### src/rtl/core_pkg.sv
// Shared definitions for the 8-bit core: branch condition codes, ZNCV flag bit
// positions (common with the ALU) and the branch unit state encoding.
package core_pkg;

    localparam logic [3:0] COND_AL = 4'd0;
    localparam logic [3:0] COND_EQ = 4'd1;
    localparam logic [3:0] COND_NE = 4'd2;
    localparam logic [3:0] COND_CS = 4'd3;
    localparam logic [3:0] COND_CC = 4'd4;
    localparam logic [3:0] COND_MI = 4'd5;
    localparam logic [3:0] COND_PL = 4'd6;
    localparam logic [3:0] COND_VS = 4'd7;
    localparam logic [3:0] COND_VC = 4'd8;
    localparam logic [3:0] COND_HI = 4'd9;
    localparam logic [3:0] COND_LS = 4'd10;
    localparam logic [3:0] COND_GE = 4'd11;
    localparam logic [3:0] COND_LT = 4'd12;
    localparam logic [3:0] COND_GT = 4'd13;
    localparam logic [3:0] COND_LE = 4'd14;
    localparam logic [3:0] COND_NV = 4'd15;

    localparam int unsigned FLAG_Z = 3;
    localparam int unsigned FLAG_N = 2;
    localparam int unsigned FLAG_C = 1;
    localparam int unsigned FLAG_V = 0;

    typedef enum logic [1:0] {
        StIdle    = 2'd0,
        StStall   = 2'd1,
        StResolve = 2'd2
    } br_state_e;

endpackage

### src/rtl/cond_eval.sv
// Combinational condition-code evaluator: decides whether a condition holds for
// a given ZNCV flag set. Kept standalone so predicated execution can reuse it.
module cond_eval
    import core_pkg::*;
(
    input  logic [3:0] flags_i,
    input  logic [3:0] cond_i,
    output logic       take_o
);

    logic z, n, c, v;

    assign z = flags_i[FLAG_Z];
    assign n = flags_i[FLAG_N];
    assign c = flags_i[FLAG_C];
    assign v = flags_i[FLAG_V];

    always_comb begin
        take_o = 1'b0;
        unique case (cond_i)
            COND_AL: take_o = 1'b1;
            COND_EQ: take_o = z;
            COND_NE: take_o = ~z;
            COND_CS: take_o = c;
            COND_CC: take_o = ~c;
            COND_MI: take_o = n;
            COND_PL: take_o = ~n;
            COND_VS: take_o = v;
            COND_VC: take_o = ~v;
            COND_HI: take_o = c & ~z;
            COND_LS: take_o = ~c | z;
            COND_GE: take_o = (n == v);
            COND_LT: take_o = (n != v);
            COND_GT: take_o = ~z & (n == v);
            COND_LE: take_o = z | (n != v);
            COND_NV: take_o = 1'b0;
        endcase
    end

endmodule

### src/rtl/flag_branch_unit.sv
// ZNCV status register plus conditional branch resolver issuing a registered PC redirect.
// Define FLAG_BRANCH_FWD_EN to forward same-cycle flag writes instead of stalling.
module flag_branch_unit
    import core_pkg::*;
#(
    parameter int unsigned PC_W = 8
) (
    input  logic            clk_i,
    input  logic            rst_ni,
    input  logic            flag_we_i,
    input  logic [3:0]      zncv_i,
    input  logic            br_valid_i,
    output logic            br_ready_o,
    input  logic [3:0]      br_cond_i,
    input  logic [PC_W-1:0] br_target_i,
    input  logic [PC_W-1:0] pc_i,
    output logic            resolve_o,
    output logic            taken_o,
    output logic [PC_W-1:0] redirect_pc_o,
    output logic [3:0]      flags_o
);

    br_state_e       state_q, state_d;
    logic [3:0]      flags_q;
    logic [3:0]      cond_q;
    logic [PC_W-1:0] target_q, pc_q;
    logic            taken_q, taken_d;
    logic [PC_W-1:0] redirect_q, redirect_d;

    logic            accept, hazard, in_stall, eval_now, eval_take;
    logic [3:0]      fwd_flags, eval_flags, eval_cond;
    logic [PC_W-1:0] eval_target, eval_pc;

    assign accept   = br_valid_i & br_ready_o;
    assign in_stall = (state_q == StStall);

`ifdef FLAG_BRANCH_FWD_EN
    assign hazard    = 1'b0;
    assign fwd_flags = flag_we_i ? zncv_i : flags_q;
`else
    assign hazard    = flag_we_i;
    assign fwd_flags = flags_q;
`endif

    // A stalled branch evaluates against the flags latched by the write that stalled it.
    assign eval_now    = in_stall | (accept & ~hazard);
    assign eval_flags  = in_stall ? flags_q  : fwd_flags;
    assign eval_cond   = in_stall ? cond_q   : br_cond_i;
    assign eval_target = in_stall ? target_q : br_target_i;
    assign eval_pc     = in_stall ? pc_q     : pc_i;

    cond_eval u_cond_eval (
        .flags_i (eval_flags),
        .cond_i  (eval_cond),
        .take_o  (eval_take)
    );

    assign taken_d    = eval_now & eval_take;
    assign redirect_d = !eval_now ? redirect_q :
                        eval_take ? eval_target : eval_pc + PC_W'(1);

    // State register
    always_ff @(posedge clk_i) begin
        if (!rst_ni) begin
            state_q <= StIdle;
        end else begin
            state_q <= state_d;
        end
    end

    // Next-state logic
    always_comb begin
        state_d = state_q;
        unique case (state_q)
            StIdle, StResolve: begin
                if (accept) begin
                    state_d = hazard ? StStall : StResolve;
                end else begin
                    state_d = StIdle;
                end
            end
            StStall: state_d = StResolve;
            default: state_d = StIdle;
        endcase
    end

    // FSM outputs
    always_comb begin
        br_ready_o = (state_q != StStall);
        resolve_o  = (state_q == StResolve);
    end

    always_ff @(posedge clk_i) begin
        if (!rst_ni) begin
            flags_q    <= 4'h0;
            cond_q     <= COND_AL;
            target_q   <= '0;
            pc_q       <= '0;
            taken_q    <= 1'b0;
            redirect_q <= '0;
        end else begin
            if (flag_we_i) begin
                flags_q <= zncv_i;
            end
            if (accept) begin
                cond_q   <= br_cond_i;
                target_q <= br_target_i;
                pc_q     <= pc_i;
            end
            taken_q    <= taken_d;
            redirect_q <= redirect_d;
        end
    end

    assign taken_o       = taken_q;
    assign redirect_pc_o = redirect_q;
    assign flags_o       = flags_q;

endmodule
### config.mk
export PLATFORM = sky130hd
export DESIGN_NAME = flag_branch_unit
export DESIGN_NICKNAME = d
export VERILOG_FILES = /design/src/rtl/core_pkg.sv /design/src/rtl/cond_eval.sv /design/src/rtl/flag_branch_unit.sv
export SDC_FILE = /design/constraint.sdc
export NUM_CORES = 1
export LEC_CHECK = 0
export CELL_PAD_IN_SITES_DETAIL_PLACEMENT = 1
export CELL_PAD_IN_SITES_GLOBAL_PLACEMENT = 1
export CORE_MARGIN = 2
export CORE_UTILIZATION = 39
export CTS_CLUSTER_DIAMETER = 100
export DETAILED_ROUTE_END_ITERATION = 8
export HOLD_SLACK_MARGIN = 0.08
export PLACE_DENSITY = 0.85
export SYNTH_ARGS = -nofsm -noshare
export SYNTH_HDL_FRONTEND = slang
export SYNTH_SLANG_ARGS = --single-unit
### constraint.sdc
create_clock -name clk_i -period 5.2 [get_ports clk_i]
set_clock_uncertainty 0.1 [all_clocks]
set_input_delay 0.78 -clock clk_i [delete_from_list [all_inputs] [get_ports clk_i]]
set_output_delay 0.78 -clock clk_i [all_outputs]
set_load 0.005 [all_outputs]
==> impl_metrics.json <==
{
  "grt_pass1_vias": 2045,
  "rsz0062_at_grt": "no",
  "postCtsSetupRepairBufs": 0,
  "num_io_pins": 43,
  "drtPass1Iterations": 4,
  "final_cell_mix": "nand2_1, clkdlybuf4s50_1, dfxtp_1, a21oi_1, nor2_1",
  "hold_viol_final": 0,
  "avgSynthCellArea_um2": 7.51,
  "relSlewSlack_pct": 48.1,
  "fmax_mhz": 291,
  "yosysTopAreaCell": "dfxtp_1",
  "drive_above_1_share_pct": 4.92,
  "yosysWarnings": 0,
  "drv_slew": 0,
  "synth-edff-count": 0,
  "crit_arrival_ns": 3.52,
  "post-route-period-util_pct": 66.2,
  "cts_max_level": 2,
  "ir_worst_vdd_mv": 0.132,
  "routabilityCongestion": 0.885,
  "status": "finished clean",
  "holdPathEnd": "pc_q[7]",
  "grt.total_usage_pct": 21.2,
  "clock_path_buffers": 2,
  "cts-resized-gates": 0,
  "power.leakage_uw": 0.00101,
  "num_rows": 26,
  "cp-end-kind": "flop",
  "tns_ns": 0,
  "synth_nets": 298,
  "hold_class": "flop to flop",
  "syn_area_um2": 2020,
  "path_clk_slew_ns": 0.07,
  "grt_pass1_wl_um": 9920,
  "setup_viol": 0,
  "worst_slew_pin_slew_ns": 0.777,
  "final_common_cell": "nand2_1",
  "routed-via-count": 2007,
  "layout.nets": 333,
  "worstSetupPathType": "flop to flop",
  "io_buffers": 42,
  "crit_path_start": "state_q[0]",
  "min_from": "pc_q[7]",
  "p_total_uw": 648,
  "syn_inst": 269,
  "dp_hpwl_um": 4390,
  "drtIter0Drc": 116,
  "min_path_cells": 2,
  "layout_min_cycle_time_ns": 3.44,
  "coreArea_um2": 5040,
  "worstRegToRegCells": 8,
  "antenna_left": 0,
  "r2r_start": "state_q[0]",
  "synth_cell_type_count": 43,
  "synth.area.top_cells": "dfxtp_1, nand2_1, a21oi_1",
  "drv_cap": 0,
  "r2r_slack_ns": 1.76,
  "die_w_um": 76.0,
  "routed_wl_um": 5920,
  "grt_antenna_before_repair": 0,
  "drc": 0,
  "cts_hold_buf": 0,
  "start_util_pct": 40.0,
  "yosys.area.top_type_share_pct": 34.7,
  "cts_tree": "built",
  "syn_to_final_growth_pct": 26.1,
  "reg2reg_to": "redirect_pc_o[7]",
  "final_util_pct": 50.5,
  "cts_sinks": 35,
  "synth_top_flop_cell": "dfxtp_1",
  "ys_async_sr_fraction_pct": 0,
  "cts.root.buffer_cell": "clkbuf_8",
  "power.density_nw_per_um2": 254,
  "cts_buffers": 5,
  "clkLatencyLatePin_ns": 0.29,
  "antenna_cells": 0,
  "ys_ff_latch": 35,
  "drt-wirelength-per-cell_um": 15.8,
  "seq_area_frac_synth_pct": 34.7,
  "via_per_inst": 5.35,
  "crit_fanout": 36,
  "dieArea_um2": 5770,
  "grt_max_degree": 37,
  "start_kind": "flop",
  "required_ns": 5.28,
  "grt-ovfl-total": 0,
  "die_h_um": 76.0
}
==> worst max path at each step <==
stage                        to  slack [ns]
3_5_place_dp   redirect_pc_o[7]        1.79
2_1_floorplan  redirect_pc_o[6]        2.31
3_3_place_gp   redirect_pc_o[7]        1.90
6_report       redirect_pc_o[7]        1.76
5_1_grt        redirect_pc_o[6]        1.54
4_1_cts        redirect_pc_o[7]        1.79
==> where the power goes <==
part	internal (uW)	switching, uW	leakage, uW
Clock	93.6	101	0.0000412
Sequential	287	17.8	0.000288
Combinational	74.5	74.4	0.000677
==> layer usage <==
metal	vias to the layer above	routed length [um]	track usage [%]	part of all wire, %
met5	-	0	0	0
met4	0	54	5.82	0.91
met3	4	220	4.40	3.7
met2	38	2970	37.4	50
met1	960	2680	26.3	45
li1	1005	-	-	-
==> state kept, by name (all words and copies together), names as in the netlist <==
register and count:
redirect_pc_o 8, flags_o 4, target_q 8, taken_o 1, pc_q 8, state_q 2, cond_q 4
==> cells by family (layout without fill, tap and decap cells) <==
kind of cell / Yosys count / in the layout / share of synthesized area [%]
xor gates and xnor gates: 8 / 8 / 3.47
muxes: 18 / 18 / 9.42
adders and majority gates: 1 / 1 / 0.619
AOI/OAI and AO/OA: 62 / 62 / 18.7
buffers and inverters: 22 / 58 / 5.08
and+or+nand+nor: 123 / 123 / 28.1
DFF: 35 / 35 / 34.7
==> per-stage QoR <==
step                setup WS (ns)  area [um^2]  std cells  hold slack (ns)
CTS                          1.79         2550        375            0.361
floorplan                    2.31         2020        269            0.336
global route                 1.54         2550        375            0.383
detailed placement           1.79         2460        367            0.350
global placement             1.90         2460        367            0.342
finish                       1.76         2550        375            0.356
==> worst max-delay path, cell delays in order, from the launching register on <==
cell and delay [ns]:
dfxtp_1 0.44, and2b_1 0.60, inv_4 0.33, mux2i_1 0.32, mux2i_1 0.26, mux2i_1 0.28, nand4b_2 0.30, or3_1 0.44
a32o_1 0.26
==> Yosys cell counts, types with 3 or more instances <==
cell      number
nand2_1       70
nand3_1       11
or3_1          3
xnor2_1        6
clkbuf_1      11
o22ai_1        6
a21oi_1       31
mux2i_1       15
dfxtp_1       35
o21ai_0        6
inv_1          5
nor2_1        21
a32o_1         3
a31oi_1        5
a22o_1         3
==> final cells by class <==
cell class	count	area (um^2)
Fill cell	626	2500
Multi-Input combinational cell	212	1220
Sequential cell	35	701
Timing Repair Buffer	43	428
Tap cell	70	87.6
Clock buffer	6	72.6
Inverter	7	28.8
Clock inverter	2	12.5
Power figures use the tool's default switching activity.
